[src/rtl/lab3_cache_mem_arbiter.sv]
// lab3_cache_mem_arbiter: round-robin merge of icache/dcache memory requests with in-order response steering
package lab3_mem_pkg;
  typedef struct packed {
    logic [2:0]  typ;
    logic [7:0]  opaque;
    logic [31:0] addr;
    logic [1:0]  len;
    logic [31:0] data;
  } mem_req_4B_t;
  typedef struct packed {
    logic [2:0]  typ;
    logic [7:0]  opaque;
    logic [1:0]  test;
    logic [1:0]  len;
    logic [31:0] data;
  } mem_resp_4B_t;
endpackage

module lab3_cache_mem_arbiter
  import lab3_mem_pkg::*;
#(
  parameter int p_depth = 4
) (
  input  logic         clk,
  input  logic         reset,
  input  logic         req0_val,
  output logic         req0_rdy,
  input  mem_req_4B_t  req0_msg,
  output logic         resp0_val,
  input  logic         resp0_rdy,
  output mem_resp_4B_t resp0_msg,
  input  logic         req1_val,
  output logic         req1_rdy,
  input  mem_req_4B_t  req1_msg,
  output logic         resp1_val,
  input  logic         resp1_rdy,
  output mem_resp_4B_t resp1_msg,
  output logic         mem_req_val,
  input  logic         mem_req_rdy,
  output mem_req_4B_t  mem_req_msg,
  input  logic         mem_resp_val,
  output logic         mem_resp_rdy,
  input  mem_resp_4B_t mem_resp_msg
);
  localparam int aw = $clog2(p_depth);
  localparam int cw = aw + 1;
  logic               prio, lock, lock_id;
  logic [p_depth-1:0] ids;
  logic [aw-1:0]      head, tail;
  logic [cw-1:0]      count;
  logic               grant, any, open, nonempty, h, push, pop;
  always_comb begin
    any          = lock | req0_val | req1_val;
    grant        = lock ? lock_id : (req0_val & req1_val) ? prio : req1_val;
    open         = (count != cw'(p_depth)) & ~reset;
    mem_req_val  = any & (grant ? req1_val : req0_val) & open;
    mem_req_msg  = !any ? '0 : grant ? req1_msg : req0_msg;
    req0_rdy     = any & ~grant & mem_req_rdy & open;
    req1_rdy     = any & grant & mem_req_rdy & open;
    nonempty     = (count != '0) & ~reset;
    h            = ids[head];
    resp0_val    = nonempty & ~h & mem_resp_val;
    resp1_val    = nonempty & h & mem_resp_val;
    resp0_msg    = (nonempty & ~h) ? mem_resp_msg : '0;
    resp1_msg    = (nonempty & h) ? mem_resp_msg : '0;
    mem_resp_rdy = nonempty & (h ? resp1_rdy : resp0_rdy);
    push         = mem_req_val & mem_req_rdy;
    pop          = mem_resp_val & mem_resp_rdy;
  end
  always_ff @(posedge clk) begin
    if (reset) begin
      prio    <= 1'b0;
      lock    <= 1'b0;
      lock_id <= 1'b0;
      ids     <= '0;
      head    <= '0;
      tail    <= '0;
      count   <= '0;
    end else begin
      if (push) begin
        ids[tail] <= grant;
        tail      <= tail + 1'b1;
        prio      <= ~grant;
        lock      <= 1'b0;
      end else if (mem_req_val) begin
        // hold the stalled grant so the memory-side message stays stable
        lock    <= 1'b1;
        lock_id <= grant;
      end
      if (pop) head <= head + 1'b1;
      count <= count + cw'(push) - cw'(pop);
    end
  end
endmodule

[config.mk]
export PLATFORM = sky130hd
export DESIGN_NAME = lab3_cache_mem_arbiter
export DESIGN_NICKNAME = d
export VERILOG_FILES = /design/src/rtl/lab3_cache_mem_arbiter.sv
export SDC_FILE = /design/constraint.sdc
export NUM_CORES = 1
export LEC_CHECK = 0
export BUFFER_PORTS_ARGS = -buffer_cell sky130_fd_sc_hd__buf_4
export CORE_AREA = 2 2 148 150
export CTS_CLUSTER_DIAMETER = 30
export DETAILED_ROUTE_END_ITERATION = 6
export DIE_AREA = 0 0 150 152
export PLACE_DENSITY_LB_ADDON = 0.1
export SYNTH_ARGS = -nofsm -noshare
export SYNTH_HDL_FRONTEND = slang
export SYNTH_SLANG_ARGS = --single-unit
[constraint.sdc]
create_clock -name clk -period 4.5 [get_ports clk]
set_input_delay 0.45 -clock clk [delete_from_list [all_inputs] [get_ports clk]]
set_output_delay 0.45 -clock clk [all_outputs]
set_load 0.03 [all_outputs]
-- Word-level counts from Yosys, hierarchy flattened
Index checks and enable logic that the tools add are counted.
- flip-flop bits (word level): 14
- output and inout port bits: 177
- logic and storage cells: 56
- $add $sub $neg: 4
- $lt $le $gt $ge: 3
- eq/ne operators: 1
- muxes and demuxes: 13
- bitwise gates (word level): 24
- reduce and logical (&&, ||, !) cells: 4
- operators with widths (cell ; count):
    77-bit two-way mux ; 2
    47-bit two-way mux ; 2
    1-bit AND ; 18
    2-bit by 3-bit less-than comparator with 1-bit output, second input constant ; 2
    1-bit two-way mux ; 6
    2-bit by 1-bit adder with 2-bit output, second input constant ; 2
    4-bit bitwise mux ; 1
    1-bit inverter ; 4
    3-bit by 1-bit adder with 3-bit output ; 1
    3-bit inequality test, second input constant ; 1
    3-bit nonzero test ; 1
    3-bit by 1-bit subtractor with 3-bit output ; 1
    1-bit binary-select mux with 2-bit select ; 1
    1-bit demux with 2-bit select ; 1
    2-bit by 1-bit >= comparator with 1-bit output, second input constant ; 1
    1-bit bitwise OR ; 2
    2-bit AND reduction ; 1
    2-bit OR reduction ; 1
    1-bit logical AND ; 1

-- Logic depth before layout (Yosys ltp)
- word-level depth: 9
- depth in mapped cells: 11
- mapped depth without buffers: 11

-- Worst setup path before layout
No wires, ideal clock.
- kind: register to register
- start point: register head[0]
- end point: register count[2]
- setup time: 128 ps
- arrival: 2519 ps
- data required time: 4372 ps
- path slack: 1853 ps
- stages on the path, launching flop included: 11
- path buffers: 0
- path through: dfxtp_1 mux4_2 mux2i_1 nor2_1 ha_1 inv_1 ha_1 fa_1 xnor2_1 xnor2_1 nor2_1
- longest elaborated chain between the ends: 6
- ends and longest elaborated chain (item ; line ; RTL):
    start: declaration ; 49 ; logic [aw-1:0] head, tail;
    start signal: assignment ; 90 ; if (pop) head <= head + 1'b1;
    1-bit binary-select mux with 2-bit select ; 61 ; h = ids[head];
    1-bit two-way mux (implied by the code) ; 61 ;
    1-bit two-way mux ; 66 ; mem_resp_rdy = nonempty & (h ? resp1_rdy : resp0_rdy);
    1-bit AND ; 66 ;
    1-bit AND ; 68 ; pop = mem_resp_val & mem_resp_rdy;
    net pop ; 51 ; logic grant, any, open, nonempty, h, push, pop;
    3-bit by 1-bit subtractor with 3-bit output ; 91 ; count <= count + cw'(push) - cw'(pop);
    end signal: assignment ; 91 ;
    end: declaration ; 50 ; logic [cw-1:0] count;
The timed path passes the listed nets, and every way through them passes these cells. The select of a mux whose other input is x is not followed.
A chain may end at the register's enable or synchronous reset.

-- Worst setup path after layout
Ends and elaborated chain as after synthesis.

==> run summary <==
DRT Pass-1 Iters: 4
die height: 152 um
Worst slew margin: 19.76%
FP Rows: 54
Antenna Cells: 0
Reg area: 280.3 um2
Sink Count: 14
postcts setup bufs: 0
largest net degree at the start of global routing: 85
initial antenna violation count: 0
Avg WL per Cell: 16.50 um
Worst-path clk slew: 50 ps
syn avg cell area: 6.199 um2
vias in the first global route: 4114
CP Data Required Time: 4630 ps
Final Max Slew Viols: 0
most frequent cells in the layout: buf_4, nor2_1, a22o_1
CP Capture Type: flip-flop
vias per cell: 4.093
cts repair resizes: 0
CP Cell Sequence: mux4_2, mux2i_1, nor2_1, ha_1, inv_1, ha_1, fa_1, xnor2_1, xnor2_1, nor2_1
library cells used by synthesis: 36
Main synth FF type: dfxtp_1
Die ar.: 0.02280 mm2
Filler Cell Count: 2431
Core ar.: 0.02135 mm2
syn_nets: 570
Antenna Nets Post-Route: 0
Yosys warning count: 0
final-report setup violation count: 0
WS Path Type: flip-flop to flip-flop
area of the multi-input gates: 0.001749 mm2
Final min period: 3326 ps
Power Total: 0.001951 W
CP arrival: 3460 ps
setup_tns: 0 ps
Post-Syn Area: 0.002195 mm2
DR top layer: met4
Crit. Startpoint: head[0]$_SDFFE_PP0P_
area leader, netlist: a22o_1
RSZ-0062 raised after global routing: false
Metal-1 WL: 5640 um
RR Startpoint: head[0]$_SDFFE_PP0P_
reg2reg path depth: 10
met3 wire len: 1824 um
Clock Root Buffer: clkbuf_16
Tightest Pin Transition: 1199 ps
number of synthesized flops with an enable pin: 0
Worst Hold Class: flip-flop to flip-flop
RD Place Congestion: 0.8668
CP Max Fanout: 49
H-tree levels: 1
power per cell area: 358.6 mW/mm2
DRT iter0 DRCs: 122
count of input and output buffers: 385
total CTS buffers: 3
crit share post-route: 73.91%
gr usage total: 12.91%
Starting Density: 10.28%
Syn Inst Count: 354
FMAX: 300.7 MHz
Top-Level Pins: 386
setup slack, reg-to-reg: 1170 ps
CP max stage cell: mux4_2
CTS tree: built
Clock Skews: 1.971 ps
Detailed Route WL: 16360 um
Die W: 150 um
Syn-to-layout area delta: 147.9%
total grt overflow: 0
leading cell type in the layout, fill and taps excluded: buf_4
type of origin of the critical path: flip-flop
WL met2: 8688 um
Total Nets Final: 928
Fin. Hold Viols: 0
Clock Latency Late Sink: 240 ps
Hold Buf Count CTS: 0
capture point of the critical path: count[2]$_SDFF_PP0_
FF-to-FF End: count[2]$_SDFF_PP0_
DRC: 0
Yosys reg bits: 14
Leak: 2.901 nW
largest cells by area after synthesis: a22o_1, nor2_1, dfxtp_1
CP max stage delay: 940 ps
via count: 4056
outcome: completed
final core occ: 25.49%
top cell type's share of synthesized area: 30.73%
HPWL after detailed placement: 13650 um
fraction of layout cells with a size suffix above 1: 56.96%
ys async rst share: 0%
Max Cap Viol: 0
Max Root-Sink Buffers: 2
first-pass GRT wire length: 23190 um
Seq/Total Area, Yosys: 12.77%
Worst IR Drop VDD: 137.7 uV
registers in the layout, summed over array words and instances, names as in the netlist:
| name | count |
|---|---|
| count | 3 |
| prio | 1 |
| tail | 2 |
| lock | 1 |
| head | 2 |
| lock_id | 1 |
| ids | 4 |
worst min-delay path by stage:
stage / startpoint / endpoint / slack, ps / cells after the start
after global placement: lock$_SDFFE_PP0N_ / lock$_SDFFE_PP0N_ / 490 / 2
after detailed placement: lock$_SDFFE_PP0N_ / lock$_SDFFE_PP0N_ / 490 / 2
final: lock$_SDFFE_PP0N_ / lock$_SDFFE_PP0N_ / 500 / 2
after CTS: lock$_SDFFE_PP0N_ / lock$_SDFFE_PP0N_ / 500 / 2
after global routing: reset / lock_id$_SDFFE_PP0P_ / 530 / 2
after floorplan: lock$_SDFFE_PP0N_ / lock$_SDFFE_PP0N_ / 460 / 2
cell type report:
cell class	instances	area share (%)
clock buffers	4	1.633
inverters	14	0.9657
multi-input cells	290	32.15
flip-flops and latches	14	5.151
well taps	280	6.438
repair buffers	389	53.67
synthesized netlist by cell type, types with 2 or more instances:
| library cell | instances |
|---|---|
| nand3_1 | 3 |
| a31oi_1 | 4 |
| xnor2_1 | 2 |
| a21oi_1 | 4 |
| mux2_2 | 2 |
| or3b_2 | 2 |
| clkbuf_1 | 22 |
| a22o_1 | 77 |
| nor2b_1 | 4 |
| nor2_1 | 100 |
| inv_1 | 13 |
| buf_1 | 8 |
| nand2_1 | 53 |
| ha_1 | 6 |
| buf_2 | 6 |
| nor3_1 | 6 |
| mux2i_1 | 2 |
| nor4_1 | 4 |
| o21ai_0 | 6 |
| dfxtp_1 | 14 |
report_power, final:
group | leakage, nW | switching, W | internal (W)
Combinational | 2.74 | 0.000998 | 0.000611
Clock | 0.0442 | 0.0000538 | 0.000135
Sequential | 0.114 | 0.0000146 | 0.000140
Total | 2.90 | 0.00107 | 0.000885
worst max-delay path, delay by kind of cell (launching register included):
kind	cells	cell delay (ps)
adder cells (fa/ha/maj)	3	840
multiplexers	2	1430
buffers and inverters	1	40
flip-flops	1	440
AND/OR/NAND/NOR	2	130
XOR/XNOR	2	320
cell families after synthesis:
kind of cell | count (synthesis) | synth area share (%)
AOI/OAI and AO/OA | 99 | 37.51
xor gates and xnor gates | 2 | 0.7983
buffers and inverters | 50 | 8.894
muxes | 5 | 2.965
adders and majority gates | 7 | 4.333
and+or+nand+nor | 177 | 32.73
DFF | 14 | 12.77
metrics by stage:
| stage | std cells | area [um2] | setup slack (ps) | hold slack, ps |
|---|---|---|---|---|
| after floorplan | 354 | 2195 | 1853 | 462.0 |
| final | 991 | 5441 | 1174 | 502.4 |
| after detailed placement | 987 | 5353 | 1123 | 489.3 |
| after global placement | 987 | 5353 | 1200 | 494.3 |
| after global routing | 991 | 5441 | 905.2 | 527.9 |
| after CTS | 991 | 5441 | 1098 | 501.4 |
routing by layer:
metal	global-route usage (%)	vias to the layer above
met5	0	-
met4	2.381	0
met3	4.294	10
met2	25.66	234
met1	12.82	1860
li1	-	1952
(Power assumes the default switching activity.)
